File: src/rtl/conv_pkg.sv
// Shared constants, window geometry and FSM state type for the convolution operand feeder.
package conv_pkg;

    localparam int IMG_N       = 4;
    localparam int FLT_N       = 3;
    localparam int NUM_TAPS    = 9;
    localparam int NUM_LANES   = 4;
    localparam int FEED_CYCLES = 12;

    // Window origin (row, col) of each output lane inside the 4x4 image.
    localparam int WIN_ROW [NUM_LANES] = '{0, 0, 1, 1};
    localparam int WIN_COL [NUM_LANES] = '{0, 1, 0, 1};

    typedef enum logic [1:0] {
        IDLE,
        FEED,
        DONE
    } feeder_state_t;

    // Maps tap index j = 3i+m to {i, m}; out-of-range taps map to (0,0).
    function automatic logic [3:0] tap_pos(input logic [3:0] j);
        logic [3:0] pos;
        case (j)
            4'd0:    pos = 4'b00_00;
            4'd1:    pos = 4'b00_01;
            4'd2:    pos = 4'b00_10;
            4'd3:    pos = 4'b01_00;
            4'd4:    pos = 4'b01_01;
            4'd5:    pos = 4'b01_10;
            4'd6:    pos = 4'b10_00;
            4'd7:    pos = 4'b10_01;
            4'd8:    pos = 4'b10_10;
            default: pos = 4'b00_00;
        endcase
        return pos;
    endfunction

endpackage

File: src/rtl/conv_tap_select.sv
// Combinational tap selector for one skewed im2col lane: picks the image/filter pair for feed cycle t.
module conv_tap_select
    import conv_pkg::*;
#(
    parameter int DW   = 8,
    parameter int LANE = 0
) (
    input  logic [16*DW-1:0] snap_a,
    input  logic [9*DW-1:0]  snap_b,
    input  logic [3:0]       t,
    input  logic             active,
    output logic [DW-1:0]    a,
    output logic [DW-1:0]    w,
    output logic             valid,
    output logic             first,
    output logic             last
);

    logic [3:0] j;
    logic [3:0] pos;
    logic [1:0] row;
    logic [1:0] col;
    logic [3:0] a_idx;
    logic [3:0] b_idx;

    always_comb begin
        // Lane k runs k cycles behind lane 0, so its tap index is t - k.
        j     = t - 4'(LANE);
        pos   = tap_pos(j);
        row   = pos[3:2];
        col   = pos[1:0];
        a_idx = 4'((WIN_ROW[LANE] + int'(row)) * IMG_N + WIN_COL[LANE] + int'(col));
        b_idx = 4'(int'(row) * FLT_N + int'(col));
        valid = active && (t >= 4'(LANE)) && (j <= 4'(NUM_TAPS - 1));
        first = valid && (j == 4'd0);
        last  = valid && (j == 4'(NUM_TAPS - 1));
        a     = valid ? snap_a[DW*a_idx +: DW] : '0;
        w     = valid ? snap_b[DW*b_idx +: DW] : '0;
    end

endmodule

File: src/rtl/conv_operand_feeder.sv
// Snapshots a 4x4 image and 3x3 filter on start and streams four skewed im2col lanes into the MAC array.
module conv_operand_feeder
    import conv_pkg::*;
#(
    parameter int DW = 8
) (
    input  logic                      clk,
    input  logic                      rst,
    input  logic                      start,
    input  logic [16*DW-1:0]          a_flat,
    input  logic [9*DW-1:0]           b_flat,
    output logic                      busy,
    output logic                      done,
    output logic [NUM_LANES*DW-1:0]   lane_a,
    output logic [NUM_LANES*DW-1:0]   lane_w,
    output logic [NUM_LANES-1:0]      lane_valid,
    output logic [NUM_LANES-1:0]      lane_first,
    output logic [NUM_LANES-1:0]      lane_last
);

    feeder_state_t     state;
    logic [3:0]        t;
    logic [16*DW-1:0]  snap_a;
    logic [9*DW-1:0]   snap_b;

    logic [DW-1:0]        sel_a [NUM_LANES];
    logic [DW-1:0]        sel_w [NUM_LANES];
    logic [NUM_LANES-1:0] sel_valid;
    logic [NUM_LANES-1:0] sel_first;
    logic [NUM_LANES-1:0] sel_last;
    logic                 feeding;

    assign feeding = (state == FEED);

    for (genvar k = 0; k < NUM_LANES; k++) begin : g_lane
        conv_tap_select #(
            .DW   (DW),
            .LANE (k)
        ) u_sel (
            .snap_a (snap_a),
            .snap_b (snap_b),
            .t      (t),
            .active (feeding),
            .a      (sel_a[k]),
            .w      (sel_w[k]),
            .valid  (sel_valid[k]),
            .first  (sel_first[k]),
            .last   (sel_last[k])
        );
    end

    always_ff @(posedge clk or posedge rst) begin
        if (rst) begin
            state      <= IDLE;
            t          <= '0;
            snap_a     <= '0;
            snap_b     <= '0;
            busy       <= 1'b0;
            done       <= 1'b0;
            lane_a     <= '0;
            lane_w     <= '0;
            lane_valid <= '0;
            lane_first <= '0;
            lane_last  <= '0;
        end else begin
            // Output stage: selectors are idle outside FEED, so lanes drain to zero.
            for (int k = 0; k < NUM_LANES; k++) begin
                lane_a[DW*k +: DW] <= sel_a[k];
                lane_w[DW*k +: DW] <= sel_w[k];
            end
            lane_valid <= sel_valid;
            lane_first <= sel_first;
            lane_last  <= sel_last;
            done       <= 1'b0;

            case (state)
                IDLE: begin
                    if (start) begin
                        state  <= FEED;
                        t      <= '0;
                        snap_a <= a_flat;
                        snap_b <= b_flat;
                        busy   <= 1'b1;
                    end
                end
                FEED: begin
                    if (t == 4'(FEED_CYCLES - 1)) begin
                        state <= DONE;
                        t     <= '0;
                        done  <= 1'b1;
                    end else begin
                        t <= t + 4'd1;
                    end
                end
                DONE: begin
                    state <= IDLE;
                    busy  <= 1'b0;
                end
                default: begin
                    state <= IDLE;
                    busy  <= 1'b0;
                end
            endcase
        end
    end

endmodule
File: config.mk
export PLATFORM = sky130hd
export DESIGN_NAME = conv_operand_feeder
export DESIGN_NICKNAME = d
export VERILOG_FILES = /design/src/rtl/conv_pkg.sv /design/src/rtl/conv_tap_select.sv /design/src/rtl/conv_operand_feeder.sv
export SDC_FILE = /design/constraint.sdc
export NUM_CORES = 1
export LEC_CHECK = 0
export ABC_CLOCK_PERIOD_IN_PS = 25900
export CORE_ASPECT_RATIO = 0.7
export CORE_MARGIN = 2
export CORE_UTILIZATION = 50
export DETAILED_ROUTE_END_ITERATION = 10
export HOLD_SLACK_MARGIN = 0.1
export PLACE_DENSITY = 0.74
export SYNTH_ARGS = -nofsm -noshare
export SYNTH_HDL_FRONTEND = slang
export SYNTH_HIERARCHICAL = 1
export SYNTH_SLANG_ARGS = --single-unit
File: constraint.sdc
create_clock -name clk -period 25.9 [get_ports clk]
set_input_delay 3.885 -clock clk [delete_from_list [all_inputs] [get_ports clk]]
set_output_delay 3.885 -clock clk [all_outputs]
set_load 0.01 [all_outputs]
==> metrics.txt <==
met2 GRT Util=0.418; fin nets=1968; critical path type=in -> reg; Final Hold Fails=0; Worst Hold Class=reg -> reg; syn_area_per_cell=roughly 13 um^2; Post-CTS Setup Bufs=0; Synth async-reset ratio=1.00; Die Ht=168 um; actual slew at the worst max-slew pin=1140 ps; CTS sink cnt=284; post-route cell area=~23000 um^2; Data required, critical path=about 26000 ps; Synth area leaders=dfrtp_1, mux2_4, mux4_2; Placement Cell Area=21900 um^2; startpoint types=input port; Seq cells post-synth=284; Post-synth top flop=dfrtp_1; syn_nets=1733; Max Buffers Root-to-Sink=3; post-route antenna net violation count=0; first-pass GRT wire length=slightly above 90000 um; # DRC=0; DP HPWL=43500 um; Root Driver=clkbuf_16; post-synth cell types=between 90 and 100; Post-synth EDFFs=0; relative slew slack=0.243; worst hold start=busy; sequential area share after synthesis=0.370; met1 Track Usage GR=0.447; setup TNS=0 ps; total congestion overflow=0; via count of the first global-routing pass=around 14000; total number of vias=around 14000; Critical Path Start=start; Core ar.=approximately 38000 um^2; H-tree levels=1; minimum clock period=~6900 ps; Initial DRC Count=around 1700; CP cell instances=clkdlybuf4s50_1 > and2_4 > buf_4 > buf_4 > mux2_4; Clock Skew=slightly below 10 ps; Total GRT Usage=0.300; Setup crit end kind=flop; largest net degree at the start of global routing=170; Yosys top cell by area=dfrtp_1; Resized cells post-CTS=0; data arrival time of the critical path=7310 ps; TritonCTS clock tree=done; clock slew at reported path FFs=~60 ps; area share of the leading cell type in the synthesized netlist=0.370; die width=238 um; Num CTS Buffers=29; Crit-path slowest cell=buf_4; die area=40100 um^2; Area growth, synth to finish=19.2%; gr busiest metal=met1; Rows=60; status=complete, no violations; Routability Congestion=0.953; most frequent cells in the layout=dfrtp_1, clkdlybuf4s50_1, mux2_4, mux2i_1, nand2_1; initial cell density of the core=0.504; max frequency=146 MHz; Slowest Stage Delay on Critical Path=1000 ps; layout cell share with drive strength beyond 1=0.278; commonest non-fill, non-tap cell in the layout=dfrtp_1; hold_buf cts=0; max cap viols=0; WL final=60500 um; met3 usage=0.103; Pins Over Slew Limit=0; WL/cell=26.9 um; Post-Syn Instances=around 1500; Cell Area, Synth=between 15000 and 20000 um^2; I/O pin total=roughly 280; RSZ-0062 raised after global routing=false; Reg2Reg Launch Point=t[2]; Clk Latency, worst-skew pair=570 ps; PortBufs=280; yosys warns=6; Critical Path Fanout Max=62; crit share post-route=0.265; cell mode on critical path=buf_4; vias per cell=between 6 and 7; initial antenna violation count=5; Final setup viols=0; DR pass1 iterations=8
-- stage by stage --
step,hold slack [ps],util,std cells,worst slack [ps]
after detailed placement,516,0.575,2189,18530
after CTS,526,0.601,2243,19140
after global placement,514,0.575,2189,18610
final,518,0.601,2247,19050
after global routing,591,0.601,2246,18990
after floorplan,497,-,1489,14180
-- sequential cells by signal, summed over array words and instances, names as in the netlist --
| name | count |
|---|---|
| t | 4 |
| snap_b | 72 |
| lane_last | 4 |
| lane_w | 32 |
| lane_a | 32 |
| state | 2 |
| busy | 1 |
| lane_valid | 4 |
| done | 1 |
| lane_first | 4 |
| snap_a | 128 |
-- final timing paths --
kind                               to  cells past startpoint  slack, ps
max                        snap_a[83]                      5      19050
min                              busy                      2        520
max reg2reg                lane_w[22]                     12      20500
min reg2reg                      busy                      2        520
max in group asynchronous  snap_a[16]                      3      20690
min in group asynchronous  snap_b[19]                      2       3820
-- synthesized netlist by cell type (9+ instances only) --
cell / instances
inv_1: 31
nor3_1: 13
buf_12: 23
dfrtp_1: 284
a311oi_1: 17
mux2_4: 202
nand3_1: 43
o211ai_1: 13
nor2_1: 48
buf_6: 15
mux2_1: 20
o21ai_0: 24
clkbuf_1: 29
a22oi_1: 28
ha_1: 33
nand2b_1: 13
mux2_2: 46
mux4_2: 85
mux2i_1: 103
a32o_1: 14
o22ai_1: 24
buf_2: 19
o21bai_1: 9
a21oi_1: 55
nand2_1: 102
-- kinds of logic after synthesis --
group           after synthesis  share of synthesized area
xor+xnor                     18                     0.0131
flops                       284                      0.370
buf+inv                     140                     0.0562
simple gates                274                     0.0709
compound gates              275                      0.110
mux                         457                      0.351
fa+ha+maj                    41                     0.0298
-- final cells by class --
type | instances | area [um^2]
clock buffer | 36 | 812
inverter | 41 | 171
sequential | 284 | 7110
clock inverter | 18 | 159
timing repair buffer | 303 | 2990
tap | 496 | 621
multi-input combinational | 1065 | 11100
antenna | 4 | 10.0
fill | 2989 | 15200
-- per-layer routing --
metal,wire length [um],vias up
li1,-,6128
met1,26200,7183
met2,25400,874
met3,7430,110
met4,1370,4
met5,135,-
-- critical path, delay by kind of cell --
| kind | cells | cell delay (ps) |
|---|---|---|
| simple gates | 1 | 550 |
| buf+inv | 3 | 2360 |
| mux | 1 | 350 |
Power is not shown: default switching activity piles up to over one toggle a cycle in this logic, so the estimate is an artifact.
